==> src/rtl/calc_disp_pkg.sv <==
// Shared types and constants for the calculator result display: FSM states,
// active-low seven-segment codes and the double-dabble digit adjust helper.
package calc_disp_pkg;

    typedef enum logic [1:0] {
        IDLE  = 2'd0,
        SHIFT = 2'd1,
        DONE  = 2'd2
    } state_e;

    localparam int NUM_DIGITS = 4;

    localparam logic [6:0] SEG_BLANK = 7'h7F;
    localparam logic [6:0] SEG_0     = 7'h40;
    localparam logic [6:0] SEG_1     = 7'h79;
    localparam logic [6:0] SEG_2     = 7'h24;
    localparam logic [6:0] SEG_3     = 7'h30;
    localparam logic [6:0] SEG_4     = 7'h19;
    localparam logic [6:0] SEG_5     = 7'h12;
    localparam logic [6:0] SEG_6     = 7'h02;
    localparam logic [6:0] SEG_7     = 7'h78;
    localparam logic [6:0] SEG_8     = 7'h00;
    localparam logic [6:0] SEG_9     = 7'h10;

    // Pre-shift correction: any BCD nibble of 5 or more gets 3 added so the
    // following left shift carries correctly into the next decade.
    function automatic logic [11:0] dabble_adjust(input logic [11:0] scratch);
        logic [11:0] adj;
        adj = scratch;
        for (int i = 0; i < 3; i++) begin
            if (scratch[4*i +: 4] >= 4'd5) begin
                adj[4*i +: 4] = scratch[4*i +: 4] + 4'd3;
            end else begin
                adj[4*i +: 4] = scratch[4*i +: 4];
            end
        end
        return adj;
    endfunction

endpackage

==> src/rtl/calc_result_display_if.sv <==
// Result bus from the calculator plus the display pins and status driven back.
// The master side supplies result; the display (slave) drives everything else.
interface calc_result_display_if #(
    parameter int NUM_BITS = 9
);
    logic [NUM_BITS-1:0] result;
    logic [6:0]          seg;
    logic [3:0]          an;
    logic                dp;
    logic [11:0]         bcd;
    logic                busy;

    modport master (output result, input seg, an, dp, bcd, busy);
    modport slave  (input result, output seg, an, dp, bcd, busy);
endinterface

==> src/rtl/seg7_decoder.sv <==
// Combinational BCD-to-seven-segment decoder, active-low {g,f,e,d,c,b,a}.
// The blank flag, or any non-decimal nibble, turns every segment off.
module seg7_decoder
    import calc_disp_pkg::*;
(
    input  logic [3:0] digit,
    input  logic       blank,
    output logic [6:0] seg
);

    // Map the selected digit to its segment pattern
    always_comb begin
        seg = SEG_BLANK;
        if (blank) begin
            seg = SEG_BLANK;
        end else begin
            case (digit)
                4'd0:    seg = SEG_0;
                4'd1:    seg = SEG_1;
                4'd2:    seg = SEG_2;
                4'd3:    seg = SEG_3;
                4'd4:    seg = SEG_4;
                4'd5:    seg = SEG_5;
                4'd6:    seg = SEG_6;
                4'd7:    seg = SEG_7;
                4'd8:    seg = SEG_8;
                4'd9:    seg = SEG_9;
                default: seg = SEG_BLANK;
            endcase
        end
    end

endmodule

==> src/rtl/calc_result_display.sv <==
// Converts each new calculator result to BCD with a sequential double-dabble
// and scans it onto the 4-digit display. Optional build: LEADING_ZERO_BLANK_EN.
module calc_result_display
    import calc_disp_pkg::*;
#(
    parameter int REFRESH_BITS = 18,
    parameter int NUM_BITS     = 9
) (
    input  logic                  clk,
    input  logic                  reset_n,
    calc_result_display_if.slave  bus
);

    localparam int CNT_W = $clog2(NUM_BITS + 1);

    state_e                  state_r;
    logic                    busy_r;
    logic [11:0]             bcd_r;
    logic [11:0]             scratch_r;
    logic [NUM_BITS-1:0]     last_val_r;
    logic [NUM_BITS-1:0]     shift_r;
    logic [CNT_W-1:0]        count_r;
    logic [REFRESH_BITS-1:0] refresh_r;
    logic [6:0]              seg_r;
    logic [NUM_DIGITS-1:0]   an_r;
    logic                    dp_r;

    logic [11:0]             adj_s;
    logic [1:0]              idx_s;
    logic [3:0]              digit_s;
    logic                    blank_s;
    logic [6:0]              seg_s;

    // Nibble correction applied before every shift step
    always_comb begin
        adj_s = dabble_adjust(scratch_r);
    end

    // Change detection and double-dabble conversion FSM
    always_ff @(posedge clk) begin
        if (!reset_n) begin
            state_r    <= IDLE;
            busy_r     <= 1'b0;
            bcd_r      <= 12'h000;
            scratch_r  <= 12'h000;
            last_val_r <= '0;
            shift_r    <= '0;
            count_r    <= '0;
        end else begin
            case (state_r)
                IDLE: begin
                    if (bus.result != last_val_r) begin
                        shift_r    <= bus.result;
                        last_val_r <= bus.result;
                        scratch_r  <= 12'h000;
                        count_r    <= '0;
                        busy_r     <= 1'b1;
                        state_r    <= SHIFT;
                    end else begin
                        state_r <= IDLE;
                    end
                end
                SHIFT: begin
                    // The adjusted scratch's top bit is never set for in-range input
                    {scratch_r, shift_r} <= {adj_s, shift_r} << 1'b1;
                    count_r              <= count_r + 1'b1;
                    if (count_r == CNT_W'(NUM_BITS - 1)) begin
                        state_r <= DONE;
                    end else begin
                        state_r <= SHIFT;
                    end
                end
                DONE: begin
                    bcd_r   <= scratch_r;
                    busy_r  <= 1'b0;
                    state_r <= IDLE;
                end
                default: begin
                    busy_r  <= 1'b0;
                    state_r <= IDLE;
                end
            endcase
        end
    end

    assign idx_s = refresh_r[REFRESH_BITS-1 -: 2];

    // Digit mux: pick the nibble for the active position and decide blanking
    always_comb begin
        digit_s = 4'h0;
        blank_s = 1'b1;
        case (idx_s)
            2'd0: begin
                digit_s = bcd_r[3:0];
                blank_s = 1'b0;
            end
            2'd1: begin
                digit_s = bcd_r[7:4];
`ifdef LEADING_ZERO_BLANK_EN
                blank_s = (bcd_r[11:4] == 8'h00);
`else
                blank_s = 1'b0;
`endif
            end
            2'd2: begin
                digit_s = bcd_r[11:8];
`ifdef LEADING_ZERO_BLANK_EN
                blank_s = (bcd_r[11:8] == 4'h0);
`else
                blank_s = 1'b0;
`endif
            end
            2'd3: begin
                digit_s = 4'h0;
                blank_s = 1'b1;
            end
            default: begin
                digit_s = 4'h0;
                blank_s = 1'b1;
            end
        endcase
    end

    seg7_decoder u_seg7_decoder (
        .digit (digit_s),
        .blank (blank_s),
        .seg   (seg_s)
    );

    // Free-running refresh counter and registered display pins
    always_ff @(posedge clk) begin
        if (!reset_n) begin
            refresh_r <= '0;
            seg_r     <= SEG_BLANK;
            an_r      <= 4'hF;
            dp_r      <= 1'b1;
        end else begin
            refresh_r <= refresh_r + REFRESH_BITS'(1);
            seg_r     <= seg_s;
            an_r      <= ~(4'b0001 << idx_s);
            dp_r      <= 1'b1;
        end
    end

    assign bus.seg  = seg_r;
    assign bus.an   = an_r;
    assign bus.dp   = dp_r;
    assign bus.bcd  = bcd_r;
    assign bus.busy = busy_r;

endmodule

==> src/flat_wrapper.sv <==
// flat-port wrapper written by rule: the top's interface ports become plain ports
module calc_result_display_flat import calc_disp_pkg::*;
#(
    parameter int REFRESH_BITS = 18,
    parameter int NUM_BITS     = 9
)
  (clk, reset_n, bus_result, bus_seg, bus_an, bus_dp, bus_bcd, bus_busy);
  calc_result_display_if #(.NUM_BITS(NUM_BITS)) bus_i ();
  input  logic clk;
  input  logic reset_n;
  input wire logic [$bits(bus_i.result)-1:0] bus_result;
  output wire logic [$bits(bus_i.seg)-1:0] bus_seg;
  output wire logic [$bits(bus_i.an)-1:0] bus_an;
  output wire logic [$bits(bus_i.dp)-1:0] bus_dp;
  output wire logic [$bits(bus_i.bcd)-1:0] bus_bcd;
  output wire logic [$bits(bus_i.busy)-1:0] bus_busy;
  assign bus_i.result = bus_result;
  assign bus_seg = bus_i.seg;
  assign bus_an = bus_i.an;
  assign bus_dp = bus_i.dp;
  assign bus_bcd = bus_i.bcd;
  assign bus_busy = bus_i.busy;
  calc_result_display #(.REFRESH_BITS(REFRESH_BITS), .NUM_BITS(NUM_BITS)) u_core (.clk(clk), .reset_n(reset_n), .bus(bus_i));
endmodule
==> config.mk <==
export PLATFORM = sky130hd
export DESIGN_NAME = calc_result_display_flat
export DESIGN_NICKNAME = d
export VERILOG_FILES = /design/src/rtl/calc_disp_pkg.sv /design/src/rtl/calc_result_display_if.sv /design/src/rtl/seg7_decoder.sv /design/src/rtl/calc_result_display.sv /design/src/flat_wrapper.sv
export SDC_FILE = /design/constraint.sdc
export NUM_CORES = 1
export LEC_CHECK = 0
export BUFFER_PORTS_ARGS = -buffer_cell sky130_fd_sc_hd__buf_4
export CAP_MARGIN = 20
export CORE_MARGIN = 2
export CORE_UTILIZATION = 50
export DETAILED_ROUTE_END_ITERATION = 10
export HOLD_SLACK_MARGIN = 0.12
export MAX_ROUTING_LAYER = met4
export PLACE_DENSITY_LB_ADDON = 0.1
export SYNTH_ARGS = -nofsm -noshare
export SYNTH_HDL_FRONTEND = slang
export SYNTH_SLANG_ARGS = --single-unit
==> constraint.sdc <==
create_clock -name clk -period 3.95 [get_ports clk]
set_input_delay 0.395 -clock clk [delete_from_list [all_inputs] [get_ports clk]]
set_output_delay 0.395 -clock clk [all_outputs]
set_load 0.05 [all_outputs]
==> results.sh, run 1 <==
export IMPL_num_rows=30
export IMPL_netlist_area_um2=3572
export IMPL_numPortBuffers=34
export IMPL_rsz0062_at_grt="no"
export IMPL_drtAntennaViolNets=0
export IMPL_finalHoldViolations=0
export IMPL_boundaryPins=36
export IMPL_hp_class="input pin to flip-flop"
export IMPL_crit_chain="mux2i_1 -> a2bb2oi_1 -> inv_1 -> ha_1 -> o21ai_0 -> o21ai_1"
export IMPL_drtIter0Drc=82
export IMPL_via_per_inst=5.278
export IMPL_cts_resized=0
export IMPL_htreeDepth=3
export IMPL_grt_pass1_vias=2607
export IMPL_tns_ns=0
export IMPL_leakagePower_nw=1.561
export IMPL_ys_ff_latch=78
export IMPL_reg2reg_depth=6
export IMPL_core_area_um2=6869
export IMPL_numCtsBuffers=9
export IMPL_ir_drop_mv=0.2312
export IMPL_rr_startpoint="u_core.refresh_r[17]"
export IMPL_r2r_end="u_core.bus.seg[5]"
export IMPL_clk_pin_slew_ns=0.08
export IMPL_cts_sinks=78
export IMPL_power_mw=1.533
export IMPL_clk_path_buf_depth=2
export IMPL_place_ws_ns=1.822
export IMPL_clock_root_buffer="clkbuf_8"
export IMPL_die_x_um=88.53
export IMPL_setup_violations=0
export IMPL_overflow=0
export IMPL_timing_fmax_ghz=0.4691
export IMPL_critPathSlowestCell="dfxtp_1"
export IMPL_required_ns=4.16
export IMPL_post_cts_repair_setup_buffers=0
export IMPL_synth_area_leaders="dfxtp_1, nand2_1, xor2_1"
export IMPL_min_to="u_core.last_val_r[3]"
export IMPL_min_from="bus_result[3]"
export IMPL_ctsHoldBuffers=0
export IMPL_drv_cap=0
export IMPL_dr_pass1_iters=4
export IMPL_yosysWarnings=0
export IMPL_critPathLaunchType="flip-flop"
export IMPL_routed_wl_mm=7.179
export IMPL_end_kind="flip-flop"
export IMPL_worstSetupPathType="flip-flop to flip-flop"
export IMPL_grt_max_degree=34
export IMPL_cp_max_fo=10
export IMPL_die_height_um=88.53
export IMPL_final_util=0.5894
export IMPL_worstMarginPinSlew_ns=0.7588
export IMPL_synthFlopType="dfxtp_1"
export IMPL_drive_gt1_frac=0.1384
export IMPL_slew_violations=0
export IMPL_initial_core_util=0.5200
export IMPL_vias=2871
export IMPL_drc=0
export IMPL_synth_nets=441
export IMPL_routedWlPerCell_um=13.20
export IMPL_ys_types=45
export IMPL_async_reset_ff_frac=0
export IMPL_cts_tree="built"
export IMPL_clock_skew_ns=0.008744
export IMPL_finalCritPeriodShare=0.5397
export IMPL_avgSynthCellArea_um2=8.546
export IMPL_num_antenna_cells=0
export IMPL_gp_congestion=0.7902
export IMPL_dp_hpwl_mm=4.912
export IMPL_final_net_count=466
export IMPL_synth_top_area_frac=0.4371
export IMPL_grt_pass1_wl_mm=11.98
export IMPL_antenna_found_initial=0
export IMPL_fp_dieArea_um2=7837
export IMPL_status="completed"
export IMPL_powerDensity_nw_per_um2=378.7
export IMPL_grt_use_total=0.2012
export IMPL_clock_latency_ns=0.34
export IMPL_finalWorstSetupSlack_ns=1.818
export IMPL_synth_edff_count=0
export IMPL_syn_inst=418
export IMPL_ys_seq_area_frac=0.4371
export IMPL_syn2layout_area_growth_pct=13.34
export IMPL_slew_headroom=0.4922
export IMPL_finalCriticalPeriod_ns=2.132
export IMPL_min_path_cells=3
export IMPL_cp_arrival_ns=2.35
export IMPL_synth_area_leader_cell="dfxtp_1"
export IMPL_cpPeakStageDelay_ns=0.67
export IMPL_r2r_slack_ns=1.82
-- logic make-up after synthesis --
logic type               count (synthesis)  share of synthesized area
adder cells (fa/ha/maj)                 12                    0.04203
XOR/XNOR                                31                    0.07601
buffers and inverters                   37                    0.04554
flip-flops                              78                     0.4371
AO/OA/AOI/OAI                           88                     0.1590
multiplexers                            13                    0.03678
AND/OR/NAND/NOR                        158                     0.2025
other                                    1                   0.001050
-- how the worst max path moves through the flow --
stage | from | endpoint | slack [ns] | cells past startpoint
global route | u_core.refresh_r[17] | u_core.bus.seg[5] | 1.67 | 6
global placement | bus_result[6] | u_core.last_val_r[6] | 1.62 | 6
finish | u_core.refresh_r[17] | u_core.bus.seg[5] | 1.82 | 6
floorplan | u_core.bus.bcd[8] | u_core.bus.seg[5] | 2.30 | 6
detailed placement | bus_result[7] | u_core.count_r[1] | 1.82 | 6
CTS | u_core.refresh_r[17] | u_core.bus.seg[5] | 1.85 | 6
-- synthesized netlist by cell type, drive strengths merged, types with 4 or more instances --
cell / count
dfxtp: 78
nand2: 61
nor2: 40
nand3: 31
a21oi: 23
o21ai: 21
o22ai: 19
xor2: 18
clkbuf: 14
inv: 14
xnor2: 13
a31oi: 12
ha: 12
mux2i: 12
buf: 9
nand2b: 4
nor2b: 4
-- state kept, by name, summed over array words and instances (netlist names) --
register           count
u_core.state_r         2
u_core.shift_r         9
u_core.bus.seg         7
u_core.count_r         4
u_core.bus.bcd        12
u_core.scratch_r      12
u_core.bus.an          4
u_core.bus.busy        1
u_core.last_val_r      9
u_core.refresh_r      18
-- metal layers --
metal  GRT usage  share of wire
met2      0.3260           0.49
met4     0.04959         0.0085
met1      0.2459           0.47
met5           -              0
met3     0.06157          0.034
-- layout make-up --
| cell class | instances | area [um2] |
|---|---|---|
| flip-flops and latches | 78 | 1562 |
| clock inverters | 5 | 50.05 |
| clock buffers | 11 | 131.4 |
| repair buffers | 37 | 285.3 |
| multi-input cells | 303 | 1848 |
| well taps | 96 | 120.1 |
| fillers | 658 | 2820 |
| inverters | 14 | 52.55 |
-- report_power, final --
group | leakage [nW] | switching (mW) | internal, mW
Sequential | 0.637 | 0.0185 | 0.812
Clock | 0.0968 | 0.270 | 0.288
Combinational | 0.827 | 0.0908 | 0.0541
Total | 1.56 | 0.380 | 1.15
-- metrics by stage --
step	instance area [um2]	hold WS [ns]	std cells
after floorplan	3572	0.4297	418
after global placement	3852	0.4455	527
after detailed placement	3867	0.4642	528
after CTS	4049	0.3012	544
after global routing	4049	0.3149	544
final	4049	0.3122	544
-- critical path: cells and delay by family, from the launching register on --
kind	cells	cell delay (ns)
AO/OA/AOI/OAI	3	0.67
adder cells (fa/ha/maj)	1	0.23
buffers and inverters	1	0.15
flip-flops	1	0.67
multiplexers	1	0.28
-- cells in the final DEF (no fill, tap or decap), drive strengths merged, types with 13 or more instances in the layout --
cell / count
o22ai: 19
nand2: 61
inv: 14
a21oi: 23
xor2: 18
nand3: 31
nor2: 40
buf: 37
o21ai: 21
xnor2: 13
dfxtp: 78
Power figures use the tool's default switching activity.
==> run 2: changes to the inputs <==
--- a/config.mk
+++ b/config.mk
@@ -5,6 +5,7 @@
 export SDC_FILE = /design/constraint.sdc
 export NUM_CORES = 1
 export LEC_CHECK = 0
+export ABC_AREA = 1
 export BUFFER_PORTS_ARGS = -buffer_cell sky130_fd_sc_hd__buf_4
 export CAP_MARGIN = 20
 export CORE_MARGIN = 2
==> constraint.sdc (replaced) <==
create_clock -name clk -period 1.9 [get_ports clk]
set_input_delay 0.19 -clock clk [delete_from_list [all_inputs] [get_ports clk]]
set_output_delay 0.19 -clock clk [all_outputs]
set_load 0.05 [all_outputs]
==> run 2 against run 1 <==
Against the previous run:
- synthesized area increased by 5.3%
- sequential share of layout area decreased by 2.8 points
- combinational power rose by 140%
- clock power rose to 2.7 times the previous value
- sequential power grew 110%
- largest cell class unchanged
- die area grew 5.1%
==> results.sh, run 2 <==
export IMPL_syn_inst=476
export IMPL_finalCriticalPeriod_ns=1.690
export IMPL_powerDensity_nw_per_um2=818.5
export IMPL_async_reset_ff_frac=0
export IMPL_finalHoldViolations=0
export IMPL_clk_pin_slew_ns=0.08
export IMPL_final_net_count=534
export IMPL_worstSetupPathType="flip-flop to flip-flop"
export IMPL_yosysWarnings=0
export IMPL_min_path_cells=3
export IMPL_gp_congestion=0.9029
export IMPL_synth_top_area_frac=0.4150
export IMPL_min_from="bus_result[5]"
export IMPL_dp_hpwl_mm=5.106
export IMPL_drive_gt1_frac=0.2345
export IMPL_rsz0062_at_grt="no"
export IMPL_synth_area_leader_cell="dfxtp_1"
export IMPL_p_switching_uw=854.3
export IMPL_required_ns=2.14
export IMPL_largest_register_ffs=18
export IMPL_status="completed"
export IMPL_r2r_end="u_core.bus.seg[6]"
export IMPL_tns_ns=0
export IMPL_num_antenna_cells=0
export IMPL_syn2layout_area_growth_pct=15.90
export IMPL_p_int_mw=2.715
export IMPL_boundaryPins=36
export IMPL_num_rows=31
export IMPL_synth_most_common_cell="nand2_1"
export IMPL_htreeDepth=3
export IMPL_synth_area_leaders="dfxtp_1, nand2_1, a21oi_1"
export IMPL_grt_max_degree=34
export IMPL_routed_wl_mm=7.181
export IMPL_post_cts_repair_setup_buffers=0
export IMPL_synthFlopType="dfxtp_1"
export IMPL_clock_root_buffer="clkbuf_8"
export IMPL_ys_ff_latch=78
export IMPL_reg2reg_depth=9
export IMPL_die_height_um=90.75
export IMPL_cp_max_fo=5
export IMPL_finalCritPeriodShare=0.8893
export IMPL_setup_violations=0
export IMPL_cts_tree="built"
export IMPL_clk_path_buf_depth=2
export IMPL_die_x_um=90.75
export IMPL_drtIter0Drc=68
export IMPL_timing_fmax_ghz=0.5918
export IMPL_slew_violations=0
export IMPL_hp_class="input pin to flip-flop"
export IMPL_ir_drop_mv=0.5083
export IMPL_largest_register="u_core.refresh_r"
export IMPL_r2r_slack_ns=0.21
export IMPL_via_per_inst=5.008
export IMPL_ys_types=36
export IMPL_initial_core_util=0.5187
export IMPL_pwr_share_clk=0.421
export IMPL_synth_nets=499
export IMPL_ys_seq_area_frac=0.4150
export IMPL_grt_pass1_wl_mm=12.75
export IMPL_end_kind="flip-flop"
export IMPL_clock_latency_ns=0.34
export IMPL_seqPwrFrac=0.481
export IMPL_min_to="u_core.last_val_r[5]"
export IMPL_numPortBuffers=34
export IMPL_avgSynthCellArea_um2=7.904
export IMPL_layout_common_cells="nand2_1, dfxtp_1, a21oi_1"
export IMPL_drv_cap=0
export IMPL_vias=3080
export IMPL_grt_pass1_vias=2941
export IMPL_overflow=0
export IMPL_clock_skew_ns=0.008619
export IMPL_routedWlPerCell_um=11.68
export IMPL_numCtsBuffers=9
export IMPL_dr_pass1_iters=4
export IMPL_cts_sinks=78
export IMPL_critPathLaunchType="flip-flop"
export IMPL_core_area_um2=7253
export IMPL_antenna_found_initial=0
export IMPL_synth_common_cells="nand2_1, dfxtp_1, a21oi_1"
export IMPL_drc=0
export IMPL_rr_startpoint="u_core.refresh_r[17]"
export IMPL_switching_share=0.2394
export IMPL_combPwrFrac=0.098
export IMPL_grt_use_total=0.1916
export IMPL_final_util=0.6012
export IMPL_synth_edff_count=0
export IMPL_drtAntennaViolNets=0
export IMPL_layout_commonest_cell="nand2_1"
export IMPL_cp_arrival_ns=1.93
export IMPL_fp_dieArea_um2=8235
export IMPL_leakagePower_nw=1.702
export IMPL_netlist_area_um2=3762
run 2: cell count changes in the layout (fill, tap and decap cells not counted), sizes merged, moves of 11 or more:
cell	delta
o21ai	+19
mux2i	-12
o22ai	-19
a21oi	+45
a31oi	-12
nand3	+15
nand2	+40
xor2	-11
inv	+36
run 2: critical path, stage by stage, from the launching register on:
cell and delay, ns:
dfxtp_1 0.39, inv_2 0.06, nand2_1 0.10, nor2_1 0.06, nor3_2 0.31, inv_1 0.13, ha_1 0.22, o21a_1 0.19
o21ai_1 0.07, nand2_1 0.05
run 2: layout make-up:
| cell class | instances | area [um2] |
|---|---|---|
| clock inverters | 6 | 108.9 |
| inverters | 50 | 187.7 |
| fillers | 663 | 2893 |
| flip-flops and latches | 78 | 1562 |
| repair buffers | 43 | 350.3 |
| well taps | 99 | 123.9 |
| multi-input cells | 329 | 1891 |
| clock buffers | 10 | 137.6 |
run 2: timing repair:
action,CTS,global route
resized for setup,0,0
hold buffers,1,0
endpoints found under the hold margin,4,0
run 2: how the worst max path moves through the flow:
stage	start	endpoint	slack [ns]	cells past startpoint
finish	u_core.refresh_r[17]	u_core.bus.seg[6]	0.21	9
CTS	u_core.refresh_r[17]	u_core.bus.seg[6]	0.20	9
detailed placement	u_core.refresh_r[17]	u_core.bus.seg[6]	0.21	9
global route	u_core.refresh_r[0]	u_core.refresh_r[14]	0.02	10
global placement	u_core.refresh_r[17]	u_core.bus.seg[6]	0.29	9
floorplan	u_core.bus.bcd[4]	u_core.bus.seg[5]	0.29	8
run 2: per-stage QoR:
step	hold WS, ns	total power [mW]	cells	setup WS, ns	area [um2]
global route	0.1374	3.726	615	0.01580	4360
CTS	0.1217	3.614	615	0.1987	4360
global placement	0.4327	2.102	598	0.2898	4104
detailed placement	0.4440	2.107	598	0.2097	4104
floorplan	0.3518	2.023	476	0.2883	3762
finish	0.1417	3.569	615	0.2102	4360
run 2: layer usage:
| layer | wire length [um] | vias up | global-route usage |
|---|---|---|---|
| met3 | 205 | 10 | 0.03172 |
| li1 | - | 1625 | - |
| met5 | 0 | - | - |
| met4 | 116 | 0 | 0.07821 |
| met2 | 3345 | 42 | 0.3178 |
| met1 | 3513 | 1403 | 0.2317 |
run 2: cell families after synthesis:
group	after synthesis	share of synthesized area
adder cells (fa/ha/maj)	12	0.03991
XOR/XNOR	11	0.02561
flip-flops	78	0.4150
AO/OA/AOI/OAI	111	0.1746
other	1	0.0009967
buffers and inverters	69	0.08247
AND/OR/NAND/NOR	194	0.2614
run 2: power groups by stage:
stage | Combinational (mW) | Sequential, mW | Clock (mW)
2_1_floorplan | 0.235 | 1.79 | 0
3_3_place_gp | 0.348 | 1.75 | 0
3_5_place_dp | 0.352 | 1.75 | 0
4_1_cts | 0.354 | 1.72 | 1.54
5_1_grt | 0.388 | 1.72 | 1.61
6_report | 0.349 | 1.72 | 1.50
